## src/rtl/mem_stage_if.sv

```systemverilog
// Data-memory request/response bus between the MEM stage (master) and data memory (slave).
interface mem_stage_if;
   logic        dmem_req_valid;
   logic        dmem_req_ready;
   logic [31:0] dmem_addr;
   logic        dmem_wen;
   logic [31:0] dmem_wdata;
   logic [3:0]  dmem_wmask;
   logic        dmem_rsp_valid;
   logic [31:0] dmem_rsp_rdata;

   modport master (
      output dmem_req_valid, dmem_addr, dmem_wen, dmem_wdata, dmem_wmask,
      input  dmem_req_ready, dmem_rsp_valid, dmem_rsp_rdata
   );

   modport slave (
      input  dmem_req_valid, dmem_addr, dmem_wen, dmem_wdata, dmem_wmask,
      output dmem_req_ready, dmem_rsp_valid, dmem_rsp_rdata
   );
endinterface

```

## src/rtl/mem_stage.sv

```systemverilog
// MEM pipeline stage: EX->MEM segment register plus a load/store unit that runs one
// data-memory transaction per load/store and hands results to WB over valid/ready.
module mem_stage (
   input  logic        clk,
   input  logic        rst_n,

   input  logic        ex_valid,
   output logic        mem_ready,
   input  logic        wb_ready,
   output logic        mem_valid,

   input  logic [31:0] alu_res_ex,
   input  logic [31:0] store_data_ex,
   input  logic        mem_ren_ex,
   input  logic        mem_wen_ex,
   input  logic [2:0]  mem_op_ex,
   input  logic [31:0] pc_ex,
   input  logic [31:0] inst_ex,
   input  logic [31:0] csr_rdata_ex,
   input  logic [2:0]  sel_rf_wdata_ex,
   input  logic        ecall_en_ex,
   input  logic        mret_en_ex,
   input  logic        rf_wen_ex,
   input  logic        csr_wen_ex,
   input  logic [31:0] csr_wdata_ex,
   input  logic        ebreak_ex,

   output logic [31:0] alu_res_mem,
   output logic [31:0] load_data_mem,
   output logic [31:0] pc_mem,
   output logic [31:0] inst_mem,
   output logic [31:0] csr_rdata_mem,
   output logic [2:0]  sel_rf_wdata_mem,
   output logic        ecall_en_mem,
   output logic        mret_en_mem,
   output logic        rf_wen_mem,
   output logic        csr_wen_mem,
   output logic [31:0] csr_wdata_mem,
   output logic        ebreak_mem,

   mem_stage_if.master dmem
);

   localparam int unsigned XLEN  = 32;
   localparam int unsigned SELW  = 3;
   localparam int unsigned OPW   = 3;
   localparam int unsigned MASKW = XLEN / 8;

   typedef enum logic [1:0] {
      S_IDLE = 2'd0,
      S_REQ  = 2'd1,
      S_WAIT = 2'd2,
      S_DONE = 2'd3
   } state_t;

   typedef struct packed {
      logic [XLEN-1:0] pc;
      logic [XLEN-1:0] inst;
      logic [XLEN-1:0] alu_res;
      logic [XLEN-1:0] csr_rdata;
      logic [XLEN-1:0] csr_wdata;
      logic [SELW-1:0] sel_rf_wdata;
      logic            ecall_en;
      logic            mret_en;
      logic            rf_wen;
      logic            csr_wen;
      logic            ebreak;
      logic            mem_ren;
      logic [OPW-1:0]  mem_op;
   } pay_t;

   state_t           state_q, state_d;
   pay_t             pay_q, pay_d;
   logic [XLEN-1:0]  load_data_q, load_data_d;
   logic             req_valid_q, req_valid_d;
   logic [XLEN-1:0]  addr_q, addr_d;
   logic             dwen_q, dwen_d;
   logic [XLEN-1:0]  wdata_q, wdata_d;
   logic [MASKW-1:0] wmask_q, wmask_d;

   logic             valid_c;
   logic             ready_go_c;
   logic             accept_c;
   logic [MASKW-1:0] st_mask_c;
   logic [XLEN-1:0]  st_wdata_c;
   logic [7:0]       ld_byte_c;
   logic [15:0]      ld_half_c;
   logic [XLEN-1:0]  ld_ext_c;

   assign valid_c    = (state_q != S_IDLE);
   assign ready_go_c = (state_q == S_DONE);
   assign mem_ready  = !valid_c || (ready_go_c && wb_ready);
   assign mem_valid  = valid_c && ready_go_c;
   assign accept_c   = mem_ready && ex_valid;

   // Store byte lanes: data replicated across the word, strobes pick the addressed lanes.
   always_comb begin
      st_mask_c  = 4'b1111;
      st_wdata_c = store_data_ex;
      unique case (mem_op_ex[1:0])
         2'b00: begin
            st_mask_c  = 4'b0001 << alu_res_ex[1:0];
            st_wdata_c = {4{store_data_ex[7:0]}};
         end
         2'b01: begin
            st_mask_c  = 4'b0011 << {alu_res_ex[1], 1'b0};
            st_wdata_c = {2{store_data_ex[15:0]}};
         end
         default: ;
      endcase
   end

   // Load extraction; halfword ignores a[0] and word ignores a[1:0].
   always_comb begin
      ld_byte_c = dmem.dmem_rsp_rdata[7:0];
      unique case (pay_q.alu_res[1:0])
         2'b00: ld_byte_c = dmem.dmem_rsp_rdata[7:0];
         2'b01: ld_byte_c = dmem.dmem_rsp_rdata[15:8];
         2'b10: ld_byte_c = dmem.dmem_rsp_rdata[23:16];
         2'b11: ld_byte_c = dmem.dmem_rsp_rdata[31:24];
      endcase
      ld_half_c = pay_q.alu_res[1] ? dmem.dmem_rsp_rdata[31:16] : dmem.dmem_rsp_rdata[15:0];
      unique case (pay_q.mem_op)
         3'b000:  ld_ext_c = {{24{ld_byte_c[7]}}, ld_byte_c};
         3'b001:  ld_ext_c = {{16{ld_half_c[15]}}, ld_half_c};
         3'b100:  ld_ext_c = {24'd0, ld_byte_c};
         3'b101:  ld_ext_c = {16'd0, ld_half_c};
         default: ld_ext_c = dmem.dmem_rsp_rdata;
      endcase
   end

   // Next-state and payload: accept from EX only in IDLE or when DONE drains into WB.
   always_comb begin
      state_d     = state_q;
      pay_d       = pay_q;
      load_data_d = load_data_q;
      req_valid_d = req_valid_q;
      addr_d      = addr_q;
      dwen_d      = dwen_q;
      wdata_d     = wdata_q;
      wmask_d     = wmask_q;

      unique case (state_q)
         S_REQ: begin
            if (dmem.dmem_req_ready) begin
               state_d     = S_WAIT;
               req_valid_d = 1'b0;
            end
         end
         S_WAIT: begin
            if (dmem.dmem_rsp_valid) begin
               state_d = S_DONE;
               if (pay_q.mem_ren) load_data_d = ld_ext_c;
            end
         end
         default: ;
      endcase

      if (accept_c) begin
         pay_d.pc           = pc_ex;
         pay_d.inst         = inst_ex;
         pay_d.alu_res      = alu_res_ex;
         pay_d.csr_rdata    = csr_rdata_ex;
         pay_d.csr_wdata    = csr_wdata_ex;
         pay_d.sel_rf_wdata = sel_rf_wdata_ex;
         pay_d.ecall_en     = ecall_en_ex;
         pay_d.mret_en      = mret_en_ex;
         pay_d.rf_wen       = rf_wen_ex;
         pay_d.csr_wen      = csr_wen_ex;
         pay_d.ebreak       = ebreak_ex;
         pay_d.mem_ren      = mem_ren_ex;
         pay_d.mem_op       = mem_op_ex;
         load_data_d        = '0;
         if (mem_ren_ex || mem_wen_ex) begin
            state_d     = S_REQ;
            req_valid_d = 1'b1;
            addr_d      = {alu_res_ex[31:2], 2'b00};
            dwen_d      = mem_wen_ex;
            wdata_d     = mem_wen_ex ? st_wdata_c : '0;
            wmask_d     = mem_wen_ex ? st_mask_c : '0;
         end else begin
            state_d     = S_DONE;
            req_valid_d = 1'b0;
         end
      end else if (mem_ready) begin
         state_d     = S_IDLE;
         req_valid_d = 1'b0;
      end
   end

   always_ff @(posedge clk or negedge rst_n) begin
      if (!rst_n) begin
         state_q     <= S_IDLE;
         pay_q       <= '0;
         load_data_q <= '0;
         req_valid_q <= 1'b0;
         addr_q      <= '0;
         dwen_q      <= 1'b0;
         wdata_q     <= '0;
         wmask_q     <= '0;
      end else begin
         state_q     <= state_d;
         pay_q       <= pay_d;
         load_data_q <= load_data_d;
         req_valid_q <= req_valid_d;
         addr_q      <= addr_d;
         dwen_q      <= dwen_d;
         wdata_q     <= wdata_d;
         wmask_q     <= wmask_d;
      end
   end

   assign alu_res_mem      = pay_q.alu_res;
   assign load_data_mem    = load_data_q;
   assign pc_mem           = pay_q.pc;
   assign inst_mem         = pay_q.inst;
   assign csr_rdata_mem    = pay_q.csr_rdata;
   assign sel_rf_wdata_mem = pay_q.sel_rf_wdata;
   assign ecall_en_mem     = pay_q.ecall_en;
   assign mret_en_mem      = pay_q.mret_en;
   assign rf_wen_mem       = pay_q.rf_wen;
   assign csr_wen_mem      = pay_q.csr_wen;
   assign csr_wdata_mem    = pay_q.csr_wdata;
   assign ebreak_mem       = pay_q.ebreak;

   assign dmem.dmem_req_valid = req_valid_q;
   assign dmem.dmem_addr      = addr_q;
   assign dmem.dmem_wen       = dwen_q;
   assign dmem.dmem_wdata     = wdata_q;
   assign dmem.dmem_wmask     = wmask_q;

endmodule

```

## src/flat_wrapper.sv

```systemverilog
// flat-port wrapper written by rule: the top's interface ports become plain ports
module mem_stage_flat 
  (clk, rst_n, ex_valid, mem_ready, wb_ready, mem_valid, alu_res_ex, store_data_ex, mem_ren_ex, mem_wen_ex, mem_op_ex, pc_ex, inst_ex, csr_rdata_ex, sel_rf_wdata_ex, ecall_en_ex, mret_en_ex, rf_wen_ex, csr_wen_ex, csr_wdata_ex, ebreak_ex, alu_res_mem, load_data_mem, pc_mem, inst_mem, csr_rdata_mem, sel_rf_wdata_mem, ecall_en_mem, mret_en_mem, rf_wen_mem, csr_wen_mem, csr_wdata_mem, ebreak_mem, dmem_dmem_req_valid, dmem_dmem_addr, dmem_dmem_wen, dmem_dmem_wdata, dmem_dmem_wmask, dmem_dmem_req_ready, dmem_dmem_rsp_valid, dmem_dmem_rsp_rdata);
  mem_stage_if dmem_i ();
  input  logic clk;
  input  logic rst_n;
  input  logic ex_valid;
  output logic mem_ready;
  input  logic wb_ready;
  output logic mem_valid;
  input  logic [31:0] alu_res_ex;
  input  logic [31:0] store_data_ex;
  input  logic mem_ren_ex;
  input  logic mem_wen_ex;
  input  logic [2:0] mem_op_ex;
  input  logic [31:0] pc_ex;
  input  logic [31:0] inst_ex;
  input  logic [31:0] csr_rdata_ex;
  input  logic [2:0] sel_rf_wdata_ex;
  input  logic ecall_en_ex;
  input  logic mret_en_ex;
  input  logic rf_wen_ex;
  input  logic csr_wen_ex;
  input  logic [31:0] csr_wdata_ex;
  input  logic ebreak_ex;
  output logic [31:0] alu_res_mem;
  output logic [31:0] load_data_mem;
  output logic [31:0] pc_mem;
  output logic [31:0] inst_mem;
  output logic [31:0] csr_rdata_mem;
  output logic [2:0] sel_rf_wdata_mem;
  output logic ecall_en_mem;
  output logic mret_en_mem;
  output logic rf_wen_mem;
  output logic csr_wen_mem;
  output logic [31:0] csr_wdata_mem;
  output logic ebreak_mem;
  output wire logic [$bits(dmem_i.dmem_req_valid)-1:0] dmem_dmem_req_valid;
  output wire logic [$bits(dmem_i.dmem_addr)-1:0] dmem_dmem_addr;
  output wire logic [$bits(dmem_i.dmem_wen)-1:0] dmem_dmem_wen;
  output wire logic [$bits(dmem_i.dmem_wdata)-1:0] dmem_dmem_wdata;
  output wire logic [$bits(dmem_i.dmem_wmask)-1:0] dmem_dmem_wmask;
  input wire logic [$bits(dmem_i.dmem_req_ready)-1:0] dmem_dmem_req_ready;
  input wire logic [$bits(dmem_i.dmem_rsp_valid)-1:0] dmem_dmem_rsp_valid;
  input wire logic [$bits(dmem_i.dmem_rsp_rdata)-1:0] dmem_dmem_rsp_rdata;
  assign dmem_dmem_req_valid = dmem_i.dmem_req_valid;
  assign dmem_dmem_addr = dmem_i.dmem_addr;
  assign dmem_dmem_wen = dmem_i.dmem_wen;
  assign dmem_dmem_wdata = dmem_i.dmem_wdata;
  assign dmem_dmem_wmask = dmem_i.dmem_wmask;
  assign dmem_i.dmem_req_ready = dmem_dmem_req_ready;
  assign dmem_i.dmem_rsp_valid = dmem_dmem_rsp_valid;
  assign dmem_i.dmem_rsp_rdata = dmem_dmem_rsp_rdata;
  mem_stage u_core (.clk(clk), .rst_n(rst_n), .ex_valid(ex_valid), .mem_ready(mem_ready), .wb_ready(wb_ready), .mem_valid(mem_valid), .alu_res_ex(alu_res_ex), .store_data_ex(store_data_ex), .mem_ren_ex(mem_ren_ex), .mem_wen_ex(mem_wen_ex), .mem_op_ex(mem_op_ex), .pc_ex(pc_ex), .inst_ex(inst_ex), .csr_rdata_ex(csr_rdata_ex), .sel_rf_wdata_ex(sel_rf_wdata_ex), .ecall_en_ex(ecall_en_ex), .mret_en_ex(mret_en_ex), .rf_wen_ex(rf_wen_ex), .csr_wen_ex(csr_wen_ex), .csr_wdata_ex(csr_wdata_ex), .ebreak_ex(ebreak_ex), .alu_res_mem(alu_res_mem), .load_data_mem(load_data_mem), .pc_mem(pc_mem), .inst_mem(inst_mem), .csr_rdata_mem(csr_rdata_mem), .sel_rf_wdata_mem(sel_rf_wdata_mem), .ecall_en_mem(ecall_en_mem), .mret_en_mem(mret_en_mem), .rf_wen_mem(rf_wen_mem), .csr_wen_mem(csr_wen_mem), .csr_wdata_mem(csr_wdata_mem), .ebreak_mem(ebreak_mem), .dmem(dmem_i));
endmodule
```

## config.mk

```make
export PLATFORM = sky130hd
export DESIGN_NAME = mem_stage_flat
export DESIGN_NICKNAME = d
export VERILOG_FILES = /design/src/rtl/mem_stage_if.sv /design/src/rtl/mem_stage.sv /design/src/flat_wrapper.sv
export SDC_FILE = /design/constraint.sdc
export NUM_CORES = 1
export LEC_CHECK = 0
export BUFFER_PORTS_ARGS = -buffer_cell sky130_fd_sc_hd__buf_2
export CELL_PAD_IN_SITES_DETAIL_PLACEMENT = 0
export CELL_PAD_IN_SITES_GLOBAL_PLACEMENT = 1
export CORE_AREA = 2 2 201 203
export CTS_CLUSTER_DIAMETER = 50
export DETAILED_ROUTE_END_ITERATION = 16
export DIE_AREA = 0 0 203 205
export PLACE_DENSITY = 0.84
export SYNTH_ARGS = -nofsm -noshare
export SYNTH_HDL_FRONTEND = slang
export SYNTH_SLANG_ARGS = --single-unit
```

## constraint.sdc

```tcl
create_clock -name clk -period 3.1 [get_ports clk]
set_input_delay 0.465 -clock clk [delete_from_list [all_inputs] [get_ports clk]]
set_output_delay 0.465 -clock clk [all_outputs]
set_load 0.01 [all_outputs]
```

==> results of run 1 <==
## state kept, by name (all words and copies together), names as in the netlist
signal                      count
u_core.ebreak_mem               1
u_core.csr_rdata_mem           32
u_core.dmem.dmem_wen            1
u_core.dmem.dmem_req_valid      1
u_core.csr_wen_mem              1
u_core.rf_wen_mem               1
u_core.state_q                  2
u_core.pc_mem                  32
u_core.dmem.dmem_wmask          4
u_core.sel_rf_wdata_mem         3
u_core.csr_wdata_mem           32
u_core.alu_res_mem             32
u_core.dmem.dmem_addr          30
u_core.mret_en_mem              1
u_core.dmem.dmem_wdata         32
u_core.ecall_en_mem             1
u_core.inst_mem                32
u_core.load_data_mem           32
u_core.pay_q                    4
## area by class of cell
type                    count  area (um2)  share of cell area
flip-flops and latches    274        6860               0.444
clock inverters            14         126             0.00819
multi-input cells         778        4010               0.260
repair buffers            526        2760               0.179
clock buffers              46         990              0.0641
diodes                      2        5.00            0.000324
well taps                 525         657              0.0426
inverters                   8        30.0             0.00195
## worst max-delay path, stage by stage (launching register included)
cell	delay, ns
dfrtp_1	0.42
inv_1	0.09
ha_1	0.22
a21oi_2	0.21
inv_2	0.10
and2_4	0.26
nor3_2	0.85
a221o_2	0.30
## through the flow
| stage | cells | hold WS, ns | setup slack (ns) |
|---|---|---|---|
| global route | 2173 | 0.0916 | 0.417 |
| finish | 2173 | 0.124 | 0.550 |
| floorplan | 1294 | 0.169 | 1.09 |
| CTS | 2171 | 0.0855 | 0.563 |
| global placement | 2110 | 0.372 | 0.673 |
| detailed placement | 2110 | 0.375 | 0.582 |
## placed cells by master (no fill, tap or decap), types with 3 or more instances in the layout
cell,n
a21o_1,7
a21oi_1,15
a221o_1,17
a221o_2,6
a22o_1,16
a311oi_1,3
buf_12,6
buf_2,511
buf_4,7
clkbuf_1,6
clkbuf_16,37
clkbuf_8,3
clkinv_2,6
dfrtp_1,274
ha_1,5
inv_1,7
inv_8,3
mux2_2,31
mux2i_1,33
nand2_1,532
nand2b_1,3
nand3_1,8
nor2_1,14
o21ai_0,25
o22ai_1,13
o2bb2ai_1,20
## metal layers
layer,vias to the layer above,GRT usage
met5,-,0
met4,2,0.0657
met3,69,0.0525
met2,419,0.279
met1,4745,0.204
li1,4694,-
## power by group through the flow
stage	logic [mW]	registers [mW]	clock network [mW]
after global routing	6.89	6.42	4.19
after detailed placement	6.31	6.23	0
after CTS	6.32	6.22	4.04
final	6.22	6.21	3.93
after floorplan	4.67	6.30	0
after global placement	6.18	6.19	0
## cell families (layout without fill, tap and decap cells)
group | Yosys count | in the layout | synth area share
buffers and inverters | 242 | 594 | 0.128
multiplexers | 65 | 65 | 0.0558
adder cells (fa/ha/maj) | 5 | 5 | 0.00503
flip-flops | 274 | 274 | 0.551
AND/OR/NAND/NOR | 574 | 574 | 0.179
AO/OA/AOI/OAI | 132 | 132 | 0.0806
other | 1 | 4 | 0.000301
## worst max-delay path by stage
stage / start / endpoint / slack [ns] / cells past startpoint
after floorplan: u_core.state_q[0] / u_core.dmem.dmem_addr[10] / 1.09 / 9
after global placement: u_core.state_q[0] / u_core.load_data_mem[16] / 0.67 / 7
after detailed placement: u_core.state_q[0] / u_core.load_data_mem[20] / 0.58 / 7
after CTS: u_core.state_q[0] / u_core.load_data_mem[17] / 0.56 / 7
after global routing: u_core.state_q[0] / u_core.load_data_mem[17] / 0.42 / 7
final: u_core.state_q[0] / u_core.load_data_mem[17] / 0.55 / 7
## what timing repair did
item                                   CTS  global route
hold buffers                             1             0
buffers inserted                         0             0
endpoints found under the hold margin   36             0
==> results.yml, run 1 <==
power:
  swShare: 0.380
  power_density_mw_per_mm2: 1060
  clkPwrFrac: 0.240
  power.total_mw: 16.4
  power.switching_mw: 6.22
  combPwrFrac: 0.380
  p_leak_nw: 8.55
  pwr-share-seq: 0.380
  irDropWorstVdd_v: 0.000475
  internal-power_mw: 10.1
yosys:
  synth_edf_count: 0
  synth_cell_type_count: 51
  yosysMostFrequentCell: "nand2_1"
  seq_area_frac_synth: 0.551
  synth_warnings: 0
  syn_area_mm2: 0.0124
  syn_avg_cell_area_um2: 9.62
  synth.top_cell.area_share: 0.551
  async_reset_ff_frac: 1.00
  yosys-top-cells-area: "dfrtp_1 (55%), nand2_1 (16%), buf_4 (10%), mux2_2 (2.8%), mux2i_1 (2.7%)"
  synth_cells: 1293
  yosys_register_bits: 274
  synth_common_cells: "nand2_1 (533), dfrtp_1 (274), buf_4 (168)"
  ys.flop_type: "dfrtp_1"
  yosysTopAreaCell: "dfrtp_1"
worst_hold_path:
  hold_start: "pc_ex[3]"
  min_path_cells: 3
  min_to: "u_core.pc_mem[3]"
  worstHoldPathType: "input pin to register"
sta:
  timing.fmax_ghz: 0.392
  slew_headroom: 0.269
  setup_viol: 0
  rsz0062_at_grt: "false"
  tns_ns: 0
  finClkSkew_ns: 0.0164
  fin_crit_ns: 2.55
  finalMaxSlewViolations: 0
  hold_violations: 0
  fin_crit_sh: 0.823
  tightest_slew_ns: 1.09
detailed_routing:
  drt_iter0_markers: 550
  vias: 9929
  vias_per_cell: 4.57
  drc: 0
  drtPass1Iterations: 7
  drt-total-wl_um: 36700
  m1WireLength_um: 14600
  routed-wl-met2_um: 17900
  wl_per_cell_um: 16.9
  postRouteAntennaNets: 0
  wl_met3_um: 2960
  routed.top_layer: "met5"
outcome:
  status: "complete, no violations"
floorplan:
  core_area_mm2: 0.0394
  rows: 73
  initial_core_util: 0.316
  die_area_mm2: 0.0416
  die_h_um: 205
  die_w_um: 203
  num_io_pins: 515
clock_tree:
  cts_tree: "built"
  cts_resized: 0
  clockBufferDepth: 3
  cts-buffers-inserted: 35
  h-tree-depth: 2
  cts.clk_slew.worst_paths_ns: 0.06
  clock_sinks: 274
  clk_latency_ns: 0.52
  ctsRootBufferMaster: "clkbuf_16"
global_routing:
  antenna_found_initial: 3
  grt_util_all_layers: 0.168
  grt_max_degree: 108
  grt_pass1_vias: 9857
  grt_first_pass_wirelength_um: 55400
  grt_overflow: 0
final_layout:
  stdcell_area_mm2: 0.0154
  area_growth_pct: 24.0
  finalNetCount: 1871
  final.fill_count: 3983
  utilization: 0.392
  drive_gt1_frac: 0.382
place:
  place_congestion: 0.863
  dpl_cell_area_mm2: 0.0143
  dp_hpwl_um: 26400
  io_buffer_count: 512
critical_path:
  worstReg2RegStart: "u_core.state_q[0]"
  r2r-end: "u_core.load_data_mem[17]"
  critPathArrivalTime_ns: 3.01
  worstSetupPathType: "register to register"
  r2r_cells: 7
  r2r_setup_slack_ns: 0.55
  crit_path_end_kind: "register"
  required_ns: 3.56
  worstPathMaxFanout: 22
  start_kind: "register"
run:
  cap_viol_max_count: 0
Note: power is estimated with default switching activity, not from simulation.
==> run 2, diff against run 1 <==
==> constraint.sdc (replaced) <==
create_clock -name clk -period 2.53 [get_ports clk]
set_input_delay 0.3795 -clock clk [delete_from_list [all_inputs] [get_ports clk]]
set_output_delay 0.3795 -clock clk [all_outputs]
set_load 0.01 [all_outputs]
==> run 2 against run 1 <==
Critical path type unchanged. Fmax rose by 15%. First-iteration DRC count rose by 7.5%. Worst setup slack got worse by 0.24 ns. Non-clock buffer count rose by 84. Clock-buffer cell count fell by 5. Clock skew barely moved. Worst hold slack got worse by 0.095 ns. Largest power group unchanged. Register-to-register slack got worse by 0.24 ns. Sequential cell count did not move.
==> results.yml, run 2 (synthesis gave the netlist of run 1 again) <==
critical_path:
  crit_buf_inv: 2
  worstReg2RegStart: "u_core.state_q[0]"
  r2r_cells: 7
  r2r_setup_slack_ns: 0.31
  worstPathMaxFanout: 16
  critPathSlowestCell: "and4bb_1"
  critPathArrivalTime_ns: 2.72
  r2r-end: "u_core.load_data_mem[16]"
  crit_path_end_kind: "register"
  slowest_delay_ns: 0.67
  worstSetupPathType: "register to register"
  start_kind: "register"
  crit_family: "simple AND/OR/NAND/NOR gates"
  cp_cell_sequence: "inv_1 > ha_1 > a21oi_2 > inv_2 > and2_4 > and4bb_1 > a221o_2"
  required_ns: 3.02
sta:
  tns_ns: 0
  rsz0062_at_grt: "false"
  timing.fmax_ghz: 0.450
  setup_viol: 0
  finalMaxSlewViolations: 0
  tightest_slew_ns: 0.768
  fin_crit_ns: 2.22
  fin_crit_sh: 0.879
  finClkSkew_ns: 0.0161
  slew_headroom: 0.488
  setup_ws_ns: 0.307
  hold_violations: 0
floorplan:
  rows: 73
  die_w_um: 203
  initial_core_util: 0.316
  core_area_mm2: 0.0394
  num_io_pins: 515
  die_h_um: 205
  die_area_mm2: 0.0416
detailed_routing:
  drc: 0
  wl_per_cell_um: 16.2
  vias: 10200
  drt-total-wl_um: 36500
  vias_per_cell: 4.53
  postRouteAntennaNets: 0
  drt_iter0_markers: 591
  drtPass1Iterations: 5
global_routing:
  antenna_found_initial: 1
  grt_util_all_layers: 0.167
  grt_max_degree: 84
  grt_first_pass_wirelength_um: 56100
  grt_overflow: 0
  grt_pass1_vias: 10300
place:
  place_congestion: 0.870
  placed_cells_incl_taps: 2121
  place_ws_ns: 0.334
  dp_hpwl_um: 26500
  io_buffer_count: 512
outcome:
  status: "complete, no violations"
clock_tree:
  ctsRootBufferMaster: "clkbuf_16"
  cts_tree: "built"
  cts-buffers-inserted: 30
  h-tree-depth: 1
  clk_latency_ns: 0.55
  postCtsSetupBuffers: 0
  cts.clk_slew.worst_paths_ns: 0.06
  cts_resized: 0
  clockBufferDepth: 3
  clock_sinks: 274
final_layout:
  area_growth_pct: 30.6
  drive_gt1_frac: 0.370
  final_common_cell: "nand2_1"
  mostFrequentLayoutCells: "nand2_1 (532), buf_2 (511), dfrtp_1 (274), dlygate4sd3_1 (74), mux2i_1 (33)"
  diodes: 0
  finalNetCount: 1950
  utilization: 0.413
  final_cell_count_no_fill: 2251
power:
  irDropWorstVdd_v: 0.000602
  p_leak_nw: 8.91
  power.total_mw: 20.1
  power_density_mw_per_mm2: 1230
worst_hold_path:
  worstHoldPathType: "input pin to register"
  min_to: "u_core.inst_mem[7]"
  min_path_cells: 3
  hold_start: "inst_ex[7]"
run:
  cap_viol_max_count: 0
-- run 2: area by class of cell --
cell class              count  area, um2
fillers                  3821      23100
flip-flops and latches    274       6860
inverters                   8       30.0
well taps                 525        657
clock inverters            15        189
clock buffers              41        883
repair buffers            610       3630
multi-input cells         778       4010
-- run 2: how the worst max path moves through the flow --
stage                                 start  cells past startpoint  slack, ns                         to
after floorplan           u_core.state_q[0]                      9       0.52  u_core.dmem.dmem_addr[10]
after global placement    u_core.state_q[0]                      8       0.42  u_core.dmem.dmem_addr[15]
after detailed placement  u_core.state_q[0]                      7       0.33   u_core.load_data_mem[18]
after CTS                 u_core.state_q[0]                      8       0.32  u_core.dmem.dmem_addr[19]
after global routing      u_core.state_q[0]                      7       0.17   u_core.load_data_mem[31]
final                     u_core.state_q[0]                      7       0.31   u_core.load_data_mem[16]
-- run 2: per-layer routing --
| metal | vias up | GRT usage | part of all wire |
|---|---|---|---|
| li1 | 4843 | - | - |
| met1 | 4899 | 0.208 | 0.40 |
| met2 | 372 | 0.288 | 0.50 |
| met3 | 71 | 0.0364 | 0.070 |
| met4 | 2 | 0.0553 | 0.027 |
| met5 | - | 0 | 0.00036 |
-- run 2: report_power, final --
part | internal (mW) | switching, mW | leakage (nW)
registers | 6.42 | 1.14 | 3.44
logic | 3.32 | 4.57 | 4.94
clock network | 2.85 | 1.76 | 0.532
-- run 2: timing repair --
| item | in CTS | in global routing |
|---|---|---|
| setup endpoints to repair | 0 | 0 |
| hold buffers | 74 | 0 |
| endpoints found under the hold margin | 129 | 0 |
-- run 2: tightest hold or removal path, delay by kind of cell --
| family | cells | cell delay [ns] |
|---|---|---|
| AND/OR/NAND/NOR | 2 | 0.09 |
| buffers and inverters | 1 | 0.07 |
-- run 2: per-stage QoR --
step | instance area, um2 | hold WS [ns]
after floorplan | 12400 | 0.0839
after global placement | 14400 | 0.365
after detailed placement | 14400 | 0.376
after CTS | 16300 | 0.000366
after global routing | 16300 | 0.00509
final | 16300 | 0.0288
==> run 3, diff against run 2 <==
--- a/config.mk
+++ b/config.mk
@@ -6,12 +6,14 @@
 export NUM_CORES = 1
 export LEC_CHECK = 0
 export BUFFER_PORTS_ARGS = -buffer_cell sky130_fd_sc_hd__buf_2
+export CAP_MARGIN = 30
 export CELL_PAD_IN_SITES_DETAIL_PLACEMENT = 0
 export CELL_PAD_IN_SITES_GLOBAL_PLACEMENT = 1
 export CORE_AREA = 2 2 201 203
 export CTS_CLUSTER_DIAMETER = 50
 export DETAILED_ROUTE_END_ITERATION = 16
 export DIE_AREA = 0 0 203 205
+export GPL_ROUTABILITY_DRIVEN = 0
 export PLACE_DENSITY = 0.84
 export SYNTH_ARGS = -nofsm -noshare
 export SYNTH_HDL_FRONTEND = slang
==> constraint.sdc (replaced) <==
create_clock -name clk -period 2.75 [get_ports clk]
set_input_delay 0.4125 -clock clk [delete_from_list [all_inputs] [get_ports clk]]
set_output_delay 0.4125 -clock clk [all_outputs]
set_load 0.01 [all_outputs]
==> run 3 against run 2 <==
Non-clock buffer count decreased by 70. Cell count decreased by 2.4%. Worst hold slack improved by 0.029 ns. Clock-buffer cell count increased by 5. Critical path type unchanged.
==> results.yml, run 3 (synthesis gave the netlist of run 1 again) <==
outcome:
  status: "complete, no violations"
floorplan:
  die_w_um: 203
  num_io_pins: 515
  rows: 73
  die_area_mm2: 0.0416
  die_h_um: 205
  core_area_mm2: 0.0394
  initial_core_util: 0.316
critical_path:
  crit_family: "buffers and inverters"
  r2r-end: "u_core.load_data_mem[31]"
  slowest_delay_ns: 0.44
  start_kind: "register"
  crit_top_cell: "buf_4"
  crit_path_end_kind: "register"
  crit_buf_inv: 4
  r2r_cells: 9
  critPathSlowestCell: "buf_4"
  r2r_setup_slack_ns: 0.43
  cp_num_cells: 9
  critPathArrivalTime_ns: 2.75
  worstReg2RegStart: "u_core.state_q[1]"
  cp_cell_sequence: "inv_1 > ha_1 > a21oi_2 > inv_2 > and2_4 > buf_4 > nor3_2 > buf_4 > a221o_2"
  worstPathMaxFanout: 46
  required_ns: 3.17
  worstSetupPathType: "register to register"
worst_hold_path:
  hold_start: "mret_en_ex"
  min_to: "u_core.mret_en_mem"
  min_path_cells: 3
  worstHoldPathType: "input pin to register"
clock_tree:
  ctsRootBufferMaster: "clkbuf_16"
  clockBufferDepth: 3
  cts_resized: 0
  clk_latency_ns: 0.54
  cts-buffers-inserted: 38
  h-tree-depth: 2
  cts_tree: "built"
  cts.clk_slew.worst_paths_ns: 0.06
  postCtsSetupBuffers: 0
  clock_sinks: 274
  holdBufCountCts: 1
sta:
  rsz0062_at_grt: "false"
  timing.fmax_ghz: 0.431
  tns_ns: 0
  fin_crit_ns: 2.32
  finalMaxSlewViolations: 0
  finClkSkew_ns: 0.0271
  hold_violations: 0
  slew_headroom: 0.512
  setup_viol: 0
  tightest_slew_ns: 0.732
  fin_crit_sh: 0.844
final_layout:
  multi_input_area_mm2: 0.00401
  stdcell_area_mm2: 0.0157
  mostFrequentLayoutCells: "nand2_1 (532), buf_2 (511), dfrtp_1 (274), clkbuf_16 (39), mux2i_1 (33)"
  final_common_cell: "nand2_1"
  final.fill_count: 3909
  drive_gt1_frac: 0.392
  regArea_mm2: 0.00686
  area_growth_pct: 26.3
  finalNetCount: 1888
global_routing:
  grt_first_pass_wirelength_um: 56100
  grt_util_all_layers: 0.171
  grt_pass1_vias: 10100
  grt_max_degree: 67
  antenna_found_initial: 4
  grt_overflow: 0
power:
  p_leak_nw: 8.72
  power.total_mw: 18.9
  power_density_mw_per_mm2: 1200
  irDropWorstVdd_v: 0.000525
detailed_routing:
  drtPass1Iterations: 5
  vias_per_cell: 4.54
  drt_iter0_markers: 654
  drc: 0
  wl_per_cell_um: 16.7
  drt-total-wl_um: 36700
  postRouteAntennaNets: 0
  vias: 9974
place:
  dpl_cell_area_mm2: 0.0144
  io_buffer_count: 512
  dp_hpwl_um: 26900
run:
  cap_viol_max_count: 0
## run 3: cell types whose count changed in the layout (fill, tap and decap cells not counted), moves of 2 or more
cell | previous run | this run
buf_12 | 11 | 7
buf_4 | 13 | 19
bufinv_16 | 4 | 2
clkbuf_16 | 31 | 39
clkbuf_8 | 7 | 3
clkinv_2 | 7 | 11
clkinv_4 | 3 | 1
clkinv_8 | 0 | 3
diode_2 | 0 | 3
dlygate4sd3_1 | 74 | 1
inv_6 | 0 | 2
inv_8 | 0 | 5
## run 3: worst register-to-register path: cells and delay by family (launching register included)
kind | cells | cell delay (ns)
buffers and inverters | 4 | 0.86
AOI/OAI and AO/OA | 2 | 0.39
adders and majority gates | 1 | 0.17
DFF | 1 | 0.43
and+or+nand+nor | 2 | 0.35
## run 3: stage by stage
| stage | worst slack [ns] | utilization | std cells | hold slack [ns] |
|---|---|---|---|---|
| after floorplan | 0.744 | - | 1294 | 0.117 |
| after global placement | 0.520 | 0.366 | 2123 | 0.410 |
| after detailed placement | 0.449 | 0.366 | 2124 | 0.407 |
| after CTS | 0.426 | 0.399 | 2195 | 0.0228 |
| after global routing | 0.286 | 0.399 | 2198 | 0.0333 |
| final | 0.429 | 0.399 | 2198 | 0.0580 |
## run 3: worst max-delay path by stage
| stage | start | to |
|---|---|---|
| 2_1_floorplan | u_core.state_q[0] | u_core.dmem.dmem_addr[10] |
| 3_3_place_gp | u_core.state_q[0] | u_core.load_data_mem[31] |
| 3_5_place_dp | u_core.state_q[1] | u_core.load_data_mem[31] |
| 4_1_cts | u_core.state_q[1] | u_core.load_data_mem[18] |
| 5_1_grt | u_core.state_q[1] | u_core.load_data_mem[19] |
| 6_report | u_core.state_q[1] | u_core.load_data_mem[31] |
## run 3: layout make-up
cell class,count,area share
antenna,3,0.000478
clock buffer,46,0.0657
clock inverter,24,0.0157
inverter,8,0.00191
multi-input combinational,778,0.255
sequential,274,0.436
tap,525,0.0418
timing repair buffer,540,0.183
## run 3: routing by layer
| layer | up-vias | part of all wire | global-route usage |
|---|---|---|---|
| met5 | - | 0.00019 | 0 |
| met4 | 2 | 0.027 | 0.0680 |
| met3 | 63 | 0.071 | 0.0402 |
| met2 | 401 | 0.50 | 0.289 |
| met1 | 4765 | 0.40 | 0.211 |
| li1 | 4743 | - | - |
## run 3: power breakdown
part / internal, mW / total (mW) / leakage, nW / switching, mW
Sequential: 5.91 / 7.01 / 3.44 / 1.10
Clock: 2.94 / 4.88 / 0.642 / 1.94
Combinational: 2.92 / 7.05 / 4.63 / 4.13
